**src/rtl/hazard_ctrl_if.sv**
```systemverilog
// Signal bundle between the pipeline datapath and the hazard controller.
// The datapath owns the master side; hazard_ctrl attaches through the slave modport.
interface hazard_ctrl_if;
  logic [4:0]  id_rs1_i;
  logic [4:0]  id_rs2_i;
  logic        id_use_rs1_i;
  logic        id_use_rs2_i;
  logic [4:0]  ex_rd_i;
  logic        ex_rd_wren_i;
  logic        ex_mem_read_i;
  logic        ex_branch_taken_i;
  logic        mem_req_i;
  logic        mem_ack_i;
  logic        halt_req_i;
  logic        resume_i;

  logic        pc_en_o;
  logic        ifid_en_o;
  logic        idex_en_o;
  logic        exmem_en_o;
  logic        ifid_flush_o;
  logic        idex_flush_o;
  logic        memwb_bubble_o;
  logic [1:0]  state_o;
  logic        err_o;
  logic [15:0] stall_cnt_o;
  logic [15:0] flush_cnt_o;

  // Handshake: there is no valid/ready pair here. Every input is sampled
  // as a level each rising edge; every output is a level valid for the
  // current cycle, with mem_ack_i completing a mem_req_i in the same cycle.
  modport master (
    output id_rs1_i, id_rs2_i, id_use_rs1_i, id_use_rs2_i,
    output ex_rd_i, ex_rd_wren_i, ex_mem_read_i, ex_branch_taken_i,
    output mem_req_i, mem_ack_i, halt_req_i, resume_i,
    input  pc_en_o, ifid_en_o, idex_en_o, exmem_en_o,
    input  ifid_flush_o, idex_flush_o, memwb_bubble_o,
    input  state_o, err_o, stall_cnt_o, flush_cnt_o
  );

  modport slave (
    input  id_rs1_i, id_rs2_i, id_use_rs1_i, id_use_rs2_i,
    input  ex_rd_i, ex_rd_wren_i, ex_mem_read_i, ex_branch_taken_i,
    input  mem_req_i, mem_ack_i, halt_req_i, resume_i,
    output pc_en_o, ifid_en_o, idex_en_o, exmem_en_o,
    output ifid_flush_o, idex_flush_o, memwb_bubble_o,
    output state_o, err_o, stall_cnt_o, flush_cnt_o
  );
endinterface

```
**src/rtl/hazard_ctrl.sv**
```systemverilog
// Five-stage pipeline hazard controller: load-use stalls, branch flushes,
// memory-wait freeze with timeout, and a debug halt that drains ID/EX/MEM first.
module hazard_ctrl #(
  parameter int unsigned MEM_TIMEOUT = 64,
  parameter int unsigned DRAIN_LEN   = 3
) (
  input  logic         clk_i,
  input  logic         reset_i,
  hazard_ctrl_if.slave hz
);

  typedef enum logic [1:0] {
    ST_RUN      = 2'd0,
    ST_MEM_WAIT = 2'd1,
    ST_DRAIN    = 2'd2,
    ST_HALTED   = 2'd3
  } state_e;

  localparam logic [7:0]  WAIT_LIMIT = 8'(MEM_TIMEOUT - 1);
  localparam logic [7:0]  DRAIN_INIT = 8'(DRAIN_LEN);
  localparam logic [15:0] CNT_MAX    = 16'hFFFF;

  state_e      state_q, state_d;
  logic        err_q, err_d;
  logic        halt_pend_q, halt_pend_d;
  logic [7:0]  wait_cnt_q, wait_cnt_d;
  logic [7:0]  drain_cnt_q, drain_cnt_d;
  logic [15:0] stall_cnt_q, stall_cnt_d;
  logic [15:0] flush_cnt_q, flush_cnt_d;

  logic freeze;
  logic loaduse;
  logic branch;
  logic halted;
  logic loaduse_live;
  logic branch_flush;
  logic advance;
  logic halt_wanted;

  // Hazard detection from the current stage contents.
  always_comb begin
    freeze  = hz.mem_req_i & ~hz.mem_ack_i;
    loaduse = hz.ex_mem_read_i & hz.ex_rd_wren_i & (hz.ex_rd_i != 5'd0) &
              ((hz.id_use_rs1_i & (hz.id_rs1_i == hz.ex_rd_i)) |
               (hz.id_use_rs2_i & (hz.id_rs2_i == hz.ex_rd_i)));
    branch  = hz.ex_branch_taken_i;
    halted  = (state_q == ST_HALTED);
    // A taken branch squashes the dependent ID instruction, so its
    // load-use hazard never materialises.
    loaduse_live = loaduse & ~branch & ~freeze & ~halted;
    branch_flush = branch & ~freeze & ~halted;
    advance      = ~freeze & ~(loaduse & ~branch) & ~halted;
    halt_wanted  = hz.halt_req_i | halt_pend_q;
  end

  // Stage control decode, highest priority first.
  always_comb begin
    hz.pc_en_o        = 1'b1;
    hz.ifid_en_o      = 1'b1;
    hz.idex_en_o      = 1'b1;
    hz.exmem_en_o     = 1'b1;
    hz.ifid_flush_o   = 1'b0;
    hz.idex_flush_o   = 1'b0;
    hz.memwb_bubble_o = 1'b0;
    if (halted || freeze) begin
      hz.pc_en_o        = 1'b0;
      hz.ifid_en_o      = 1'b0;
      hz.idex_en_o      = 1'b0;
      hz.exmem_en_o     = 1'b0;
      hz.memwb_bubble_o = 1'b1;
    end else if (branch) begin
      hz.ifid_flush_o = 1'b1;
      hz.idex_flush_o = 1'b1;
    end else if (loaduse) begin
      hz.pc_en_o      = 1'b0;
      hz.ifid_en_o    = 1'b0;
      hz.idex_flush_o = 1'b1;
    end else if (state_q == ST_DRAIN) begin
      hz.pc_en_o      = 1'b0;
      hz.ifid_flush_o = 1'b1;
    end
  end

  // Next-state logic.
  always_comb begin
    state_d     = state_q;
    err_d       = err_q;
    wait_cnt_d  = wait_cnt_q;
    drain_cnt_d = drain_cnt_q;
    halt_pend_d = halt_pend_q | (hz.halt_req_i & ~halted);

    unique case (state_q)
      ST_RUN: begin
        if (freeze) begin
          state_d    = ST_MEM_WAIT;
          wait_cnt_d = 8'd1;
        end else if (halt_wanted) begin
          state_d     = ST_DRAIN;
          drain_cnt_d = DRAIN_INIT;
          halt_pend_d = 1'b0;
        end
      end
      ST_MEM_WAIT: begin
        if (freeze) begin
          if (wait_cnt_q == WAIT_LIMIT) begin
            state_d    = ST_HALTED;
            err_d      = 1'b1;
            wait_cnt_d = 8'd0;
          end else begin
            wait_cnt_d = wait_cnt_q + 8'd1;
          end
        end else begin
          wait_cnt_d = 8'd0;
          if (halt_wanted) begin
            state_d     = ST_DRAIN;
            drain_cnt_d = DRAIN_INIT;
            halt_pend_d = 1'b0;
          end else begin
            state_d = ST_RUN;
          end
        end
      end
      ST_DRAIN: begin
        if (advance) begin
          if (drain_cnt_q <= 8'd1) begin
            state_d     = ST_HALTED;
            drain_cnt_d = 8'd0;
          end else begin
            drain_cnt_d = drain_cnt_q - 8'd1;
          end
        end
      end
      ST_HALTED: begin
        if (hz.resume_i && !err_q) begin
          state_d = ST_RUN;
        end
      end
      default: state_d = ST_RUN;
    endcase
  end

  // Saturating performance counters.
  always_comb begin
    stall_cnt_d = stall_cnt_q;
    flush_cnt_d = flush_cnt_q;
    if ((freeze && !halted) || loaduse_live) begin
      if (stall_cnt_q != CNT_MAX) stall_cnt_d = stall_cnt_q + 16'd1;
    end
    if (branch_flush) begin
      if (flush_cnt_q != CNT_MAX) flush_cnt_d = flush_cnt_q + 16'd1;
    end
  end

  always_ff @(posedge clk_i or posedge reset_i) begin
    if (reset_i) begin
      state_q     <= ST_RUN;
      err_q       <= 1'b0;
      halt_pend_q <= 1'b0;
      wait_cnt_q  <= 8'd0;
      drain_cnt_q <= 8'd0;
      stall_cnt_q <= 16'd0;
      flush_cnt_q <= 16'd0;
    end else begin
      state_q     <= state_d;
      err_q       <= err_d;
      halt_pend_q <= halt_pend_d;
      wait_cnt_q  <= wait_cnt_d;
      drain_cnt_q <= drain_cnt_d;
      stall_cnt_q <= stall_cnt_d;
      flush_cnt_q <= flush_cnt_d;
    end
  end

  assign hz.state_o     = state_q;
  assign hz.err_o       = err_q;
  assign hz.stall_cnt_o = stall_cnt_q;
  assign hz.flush_cnt_o = flush_cnt_q;

  // A halted pipeline must never move any stage register.
  a_halted_frozen : assert property (@(posedge clk_i) disable iff (reset_i)
    (state_q == ST_HALTED) |-> !(hz.pc_en_o | hz.ifid_en_o | hz.idex_en_o | hz.exmem_en_o));

  a_err_only_halted : assert property (@(posedge clk_i) disable iff (reset_i)
    err_q |-> (state_q == ST_HALTED));

endmodule

```
**src/flat_wrapper.sv**
```systemverilog
// flat-port wrapper written by rule: the top's interface ports become plain ports
module hazard_ctrl_flat 
#(
  parameter int unsigned MEM_TIMEOUT = 64,
  parameter int unsigned DRAIN_LEN   = 3
)
  (clk_i, reset_i, hz_id_rs1_i, hz_id_rs2_i, hz_id_use_rs1_i, hz_id_use_rs2_i, hz_ex_rd_i, hz_ex_rd_wren_i, hz_ex_mem_read_i, hz_ex_branch_taken_i, hz_mem_req_i, hz_mem_ack_i, hz_halt_req_i, hz_resume_i, hz_pc_en_o, hz_ifid_en_o, hz_idex_en_o, hz_exmem_en_o, hz_ifid_flush_o, hz_idex_flush_o, hz_memwb_bubble_o, hz_state_o, hz_err_o, hz_stall_cnt_o, hz_flush_cnt_o);
  hazard_ctrl_if hz_i ();
  input  logic clk_i;
  input  logic reset_i;
  input wire logic [$bits(hz_i.id_rs1_i)-1:0] hz_id_rs1_i;
  input wire logic [$bits(hz_i.id_rs2_i)-1:0] hz_id_rs2_i;
  input wire logic [$bits(hz_i.id_use_rs1_i)-1:0] hz_id_use_rs1_i;
  input wire logic [$bits(hz_i.id_use_rs2_i)-1:0] hz_id_use_rs2_i;
  input wire logic [$bits(hz_i.ex_rd_i)-1:0] hz_ex_rd_i;
  input wire logic [$bits(hz_i.ex_rd_wren_i)-1:0] hz_ex_rd_wren_i;
  input wire logic [$bits(hz_i.ex_mem_read_i)-1:0] hz_ex_mem_read_i;
  input wire logic [$bits(hz_i.ex_branch_taken_i)-1:0] hz_ex_branch_taken_i;
  input wire logic [$bits(hz_i.mem_req_i)-1:0] hz_mem_req_i;
  input wire logic [$bits(hz_i.mem_ack_i)-1:0] hz_mem_ack_i;
  input wire logic [$bits(hz_i.halt_req_i)-1:0] hz_halt_req_i;
  input wire logic [$bits(hz_i.resume_i)-1:0] hz_resume_i;
  output wire logic [$bits(hz_i.pc_en_o)-1:0] hz_pc_en_o;
  output wire logic [$bits(hz_i.ifid_en_o)-1:0] hz_ifid_en_o;
  output wire logic [$bits(hz_i.idex_en_o)-1:0] hz_idex_en_o;
  output wire logic [$bits(hz_i.exmem_en_o)-1:0] hz_exmem_en_o;
  output wire logic [$bits(hz_i.ifid_flush_o)-1:0] hz_ifid_flush_o;
  output wire logic [$bits(hz_i.idex_flush_o)-1:0] hz_idex_flush_o;
  output wire logic [$bits(hz_i.memwb_bubble_o)-1:0] hz_memwb_bubble_o;
  output wire logic [$bits(hz_i.state_o)-1:0] hz_state_o;
  output wire logic [$bits(hz_i.err_o)-1:0] hz_err_o;
  output wire logic [$bits(hz_i.stall_cnt_o)-1:0] hz_stall_cnt_o;
  output wire logic [$bits(hz_i.flush_cnt_o)-1:0] hz_flush_cnt_o;
  assign hz_i.id_rs1_i = hz_id_rs1_i;
  assign hz_i.id_rs2_i = hz_id_rs2_i;
  assign hz_i.id_use_rs1_i = hz_id_use_rs1_i;
  assign hz_i.id_use_rs2_i = hz_id_use_rs2_i;
  assign hz_i.ex_rd_i = hz_ex_rd_i;
  assign hz_i.ex_rd_wren_i = hz_ex_rd_wren_i;
  assign hz_i.ex_mem_read_i = hz_ex_mem_read_i;
  assign hz_i.ex_branch_taken_i = hz_ex_branch_taken_i;
  assign hz_i.mem_req_i = hz_mem_req_i;
  assign hz_i.mem_ack_i = hz_mem_ack_i;
  assign hz_i.halt_req_i = hz_halt_req_i;
  assign hz_i.resume_i = hz_resume_i;
  assign hz_pc_en_o = hz_i.pc_en_o;
  assign hz_ifid_en_o = hz_i.ifid_en_o;
  assign hz_idex_en_o = hz_i.idex_en_o;
  assign hz_exmem_en_o = hz_i.exmem_en_o;
  assign hz_ifid_flush_o = hz_i.ifid_flush_o;
  assign hz_idex_flush_o = hz_i.idex_flush_o;
  assign hz_memwb_bubble_o = hz_i.memwb_bubble_o;
  assign hz_state_o = hz_i.state_o;
  assign hz_err_o = hz_i.err_o;
  assign hz_stall_cnt_o = hz_i.stall_cnt_o;
  assign hz_flush_cnt_o = hz_i.flush_cnt_o;
  hazard_ctrl #(.MEM_TIMEOUT(MEM_TIMEOUT), .DRAIN_LEN(DRAIN_LEN)) u_core (.clk_i(clk_i), .reset_i(reset_i), .hz(hz_i));
endmodule
```
**config.mk**
```make
export PLATFORM = sky130hd
export DESIGN_NAME = hazard_ctrl_flat
export DESIGN_NICKNAME = d
export VERILOG_FILES = /design/src/rtl/hazard_ctrl_if.sv /design/src/rtl/hazard_ctrl.sv /design/src/flat_wrapper.sv
export SDC_FILE = /design/constraint.sdc
export NUM_CORES = 1
export LEC_CHECK = 0
export CORE_AREA = 2 2 83 85
export CTS_BUF_LIST = sky130_fd_sc_hd__clkbuf_8
export DETAILED_ROUTE_END_ITERATION = 8
export DIE_AREA = 0 0 85 87
export PLACE_DENSITY = 0.69
export SLEW_MARGIN = 20
export SYNTH_ARGS = -nofsm -noshare
export SYNTH_HDL_FRONTEND = slang
export SYNTH_SLANG_ARGS = --single-unit
export TNS_END_PERCENT = 20
```
**constraint.sdc**
```tcl
create_clock -name clk_i -period 3.1 [get_ports clk_i]
set_clock_uncertainty 0.1 [all_clocks]
set_input_delay 0.62 -clock clk_i [delete_from_list [all_inputs] [get_ports clk_i]]
set_output_delay 0.62 -clock clk_i [all_outputs]
set_load 0.01 [all_outputs]
```
==> Flow_metrics.wiki <==
{| class="wikitable"
! Metric !! Value
|-
| Run status || finished, final reports clean
|-
| Asr flop ratio synth || 100%
|-
| Sink Count || between 50 and 60
|-
| Setup TNS after final layout || 0 ps
|-
| Startpoint-to-endpoint class of the critical path || in2out
|-
| Placer's final routability congestion estimate || between 0.8 and 0.9
|-
| Source-to-sink clock delay at the later pin of the worst-skew pair || 300 ps
|-
| Max-Cap Viols || 0
|-
| Worst setup path startpoint || hz_id_rs1_i[1]
|-
| Max Freq || 331 MHz
|-
| Path type of the worst min-delay path || reg2reg
|-
| Post-detailed-placement cell area || ~3600 µm²
|-
| Slew Limit Fails || 0
|-
| Post-synthesis xor/xnor area fraction || 13.4%
|-
| Count of TritonRoute iterations in the first routing pass || 4
|-
| Share of the core filled with cells || 57.0%
|-
| WL final || ~6300 µm
|-
| Clock transition at the registers of the reported paths || about 90 ps
|-
| Final worst path period share || 97.4%
|-
| Die Ht || about 87 µm
|-
| Antenna violations before repair || 0
|-
| Initial Utilization || 42.9%
|-
| Core region area || roughly 6600 µm²
|-
| Actual transition at the worst max-transition pin || 573 ps
|-
| Antenna-violating nets left || 0
|-
| Worst-case hold slack || around 390 ps
|-
| Origin of the worst min-delay path || u_core.hz.err_o$_DFFE_PP0P_
|-
| Hold Vio Cnt, Final || 0
|-
| Number of warning messages in the yosys log || 0
|-
| Row count || 30
|-
| Longest Clk Path Bufs || 2
|-
| H-tree Lvls || 2
|-
| Routed via count || 2376
|-
| Number of buffers created by CTS || 5
|-
| Root buffer cell || clkbuf_8
|-
| Post-synthesis area per instance || 9.75 µm²
|-
| DRC || 0
|-
| Most used DFF post-synth || dfrtp_1
|-
| Placement-stage worst setup slack || -410 ps
|-
| Number of enable-type register cells in the synthesized netlist || 0
|-
| Largest cells by area after synthesis || dfrtp_1 (46%), xnor2_1 (8.4%), xor2_1 (5.0%)
|-
| Vias in the first global route || between 2000 and 2500
|-
| Clock tree from TritonCTS || done
|-
| Total nets after synthesis || 320
|-
| Number of nets in the finished design || 401
|-
| Share of synthesized cell area in and, or, nand and nor gates || 22.5%
|-
| Synthesized-area fraction occupied by adder cells || 2.22%
|-
| Required time of the critical path || between 2000 and 2500 ps
|-
| Endpoint kind of the worst setup timing path || output port
|-
| Register bit count reported by yosys || between 50 and 60
|-
| Max-slew headroom at the worst pin || 61.8%
|-
| Post-DP HPWL || 4860 µm
|-
| Complex-gate fraction of the synthesized area || between 10 and 15%
|-
| Cell area power density || 636 nW/µm²
|-
| Top-level I/O count || 68
|-
| Sum of overflow across all layers after global routing || 0
|-
| First-pass GRT wire length || around 11000 µm
|-
| Sequential fraction of the synthesis area || 46.2%
|-
| Layout-stage area growth over the synthesis result || 32.8%
|-
| Final setup fails || 0
|-
| Combinational family with the most area after synthesis || simple AND/OR/NAND/NOR gates
|-
| Final antenna diode count || 0
|-
| Worst Slack Setup Final || about 82 ps
|-
| Overall global routing resource usage || ~18%
|-
| Portion of synthesized cell area occupied by the leading cell type || 46.2%
|-
| Critical path peak fanout || 4
|-
| Drt wl/cell || 14.0 µm
|-
| Total power consumption of the routed design || 2.38 mW
|-
| Reg2reg start || u_core.hz.stall_cnt_o[4]$_DFFE_PP0P_
|-
| Number of hold-repair buffers added at the cts stage || 0
|-
| IR drop worst, VDD || 0.335 mV
|-
| Area of the die || 7400 µm²
|-
| Post-detailed-route via-to-cell ratio || 5.27
|-
| Horiz. Die Dim || 85 µm
|-
| Synthesized instance count || 289
|-
| Number of violations reported at the end of detailed-routing iteration 0 || roughly 120
|-
| Final std cell area, no fill || 3740 µm²
|-
| Largest net degree at the start of global routing || 26
|-
| Crit path arrival time || 2300 ps
|-
| Share of cell area taken by muxes after synthesis || less than 1%
|-
| Unrepaired setup endpoints after global routing || false
|-
| Area of the mapped netlist || between 2000 and 3000 µm²
|-
| Count of input and output buffers || 67
|-
| Cell Count Post-Placement || 442
|-
| Type of origin of the critical path || input port
|-
| Cell variety after synth || 46
|-
| Post-route minimum period || around 3000 ps
|-
| Final cell count without fillers || 451
|-
| Share of layout cells above drive strength 1 || 11.3%
|-
| Yosys top cell by area || dfrtp_1
|-
| P_leak || about 1.6 nW
|}
critical path, cell delays in order:
cell and delay (ps):
clkdlybuf4s50_1 420, xor2_1 160, nor4_2 320, a32oi_2 190, o31ai_4 370, a21oi_2 70, buf_2 150
final cells by class:
type	instances	area (µm²)
clock buffer	6	82.6
clock inverter	2	11.3
fill	585	2830
inverter	10	37.5
multi-input combinational	219	1450
sequential	52	1300
tap	80	100
timing repair buffer	82	757
power breakdown:
| part | internal (mW) | switching, mW | total, mW |
|---|---|---|---|
| Clock | 0.179 | 0.219 | 0.398 |
| Sequential | 0.821 | 0.184 | 1.00 |
| Combinational | 0.482 | 0.496 | 0.978 |
cells in the mapped netlist, types with 2 or more instances:
| cell type | count |
|---|---|
| a21o_1 | 2 |
| a21oi_1 | 14 |
| a31oi_1 | 4 |
| a32oi_1 | 2 |
| and2_1 | 2 |
| and3_1 | 12 |
| and4_1 | 5 |
| buf_6 | 2 |
| clkbuf_1 | 4 |
| dfrtp_1 | 52 |
| ha_1 | 5 |
| inv_1 | 10 |
| nand2_1 | 20 |
| nand2b_1 | 3 |
| nand3_1 | 17 |
| nand4_1 | 11 |
| nor2_1 | 28 |
| nor2b_1 | 2 |
| nor3_1 | 6 |
| nor4_1 | 3 |
| o21ai_0 | 16 |
| o31ai_1 | 2 |
| o41ai_1 | 2 |
| or4_1 | 2 |
| xnor2_1 | 27 |
| xor2_1 | 16 |
state kept, by name (all words and copies together), names as in the netlist:
signal	cells
u_core.hz.state_o	2
u_core.hz.flush_cnt_o	16
u_core.hz.err_o	1
u_core.wait_cnt_q	8
u_core.halt_pend_q	1
u_core.drain_cnt_q	8
u_core.hz.stall_cnt_o	16
path summary, 6_finish.rpt:
| kind | end | cells past startpoint | slack [ps] |
|---|---|---|---|
| worst max-delay path | hz_pc_en_o | 7 | 80 |
| worst min-delay path | u_core.hz.err_o$_DFFE_PP0P_ | 1 | 390 |
| worst max register to register | u_core.hz.stall_cnt_o[12]$_DFFE_PP0P_ | 7 | 830 |
| worst min register to register | u_core.hz.err_o$_DFFE_PP0P_ | 1 | 390 |
| max in group asynchronous | u_core.drain_cnt_q[7]$_DFFE_PP0P_ | 3 | 1700 |
| min in group asynchronous | u_core.hz.stall_cnt_o[11]$_DFFE_PP0P_ | 2 | 570 |
cells by family after synthesis:
family | after synthesis
DFF | 52
AOI/OAI and AO/OA | 49
muxes | 2
buffers and inverters | 18
and+or+nand+nor | 120
xor gates and xnor gates | 43
adders and majority gates | 5
layer usage:
layer / part of all wire, % / global-route usage, %
met2: 48 / 30.2
met4: 0.97 / 4.76
met1: 46 / 25.2
met3: 5.1 / 3.79
met5: 0 / 0
cell usage in the layout, fill, tap and decap left out, types with 2 or more instances in the layout:
master / synthesis / final
a21oi_1: 14 / 11
nor3_1: 6 / 6
o31ai_1: 2 / 2
inv_1: 10 / 10
o41ai_1: 2 / 2
nor2_1: 28 / 28
o21ai_0: 16 / 16
nand3_1: 17 / 17
a21oi_2: 0 / 3
a21o_1: 2 / 2
nor2b_1: 2 / 2
buf_4: 1 / 15
and3_1: 12 / 12
nand4_1: 11 / 11
and2_1: 2 / 2
or4_1: 2 / 2
xnor2_1: 27 / 27
nand2b_1: 3 / 3
dfrtp_1: 52 / 52
nor4_2: 0 / 2
dlygate4sd2_1: 0 / 5
ha_1: 5 / 5
clkdlybuf4s50_1: 0 / 58
clkbuf_8: 1 / 6
a31oi_1: 4 / 4
nand2_1: 20 / 20
and4_1: 5 / 5
buf_2: 0 / 3
xor2_1: 16 / 16
what timing repair did:
action | in CTS | in global routing
endpoints found under the setup margin | 4 | 4
hold endpoints to repair | 0 | 0
gates resized for setup | 20 | 6
pin swaps | 4 | 2
buffers inserted | 1 | 0
(Power assumes the default switching activity.)
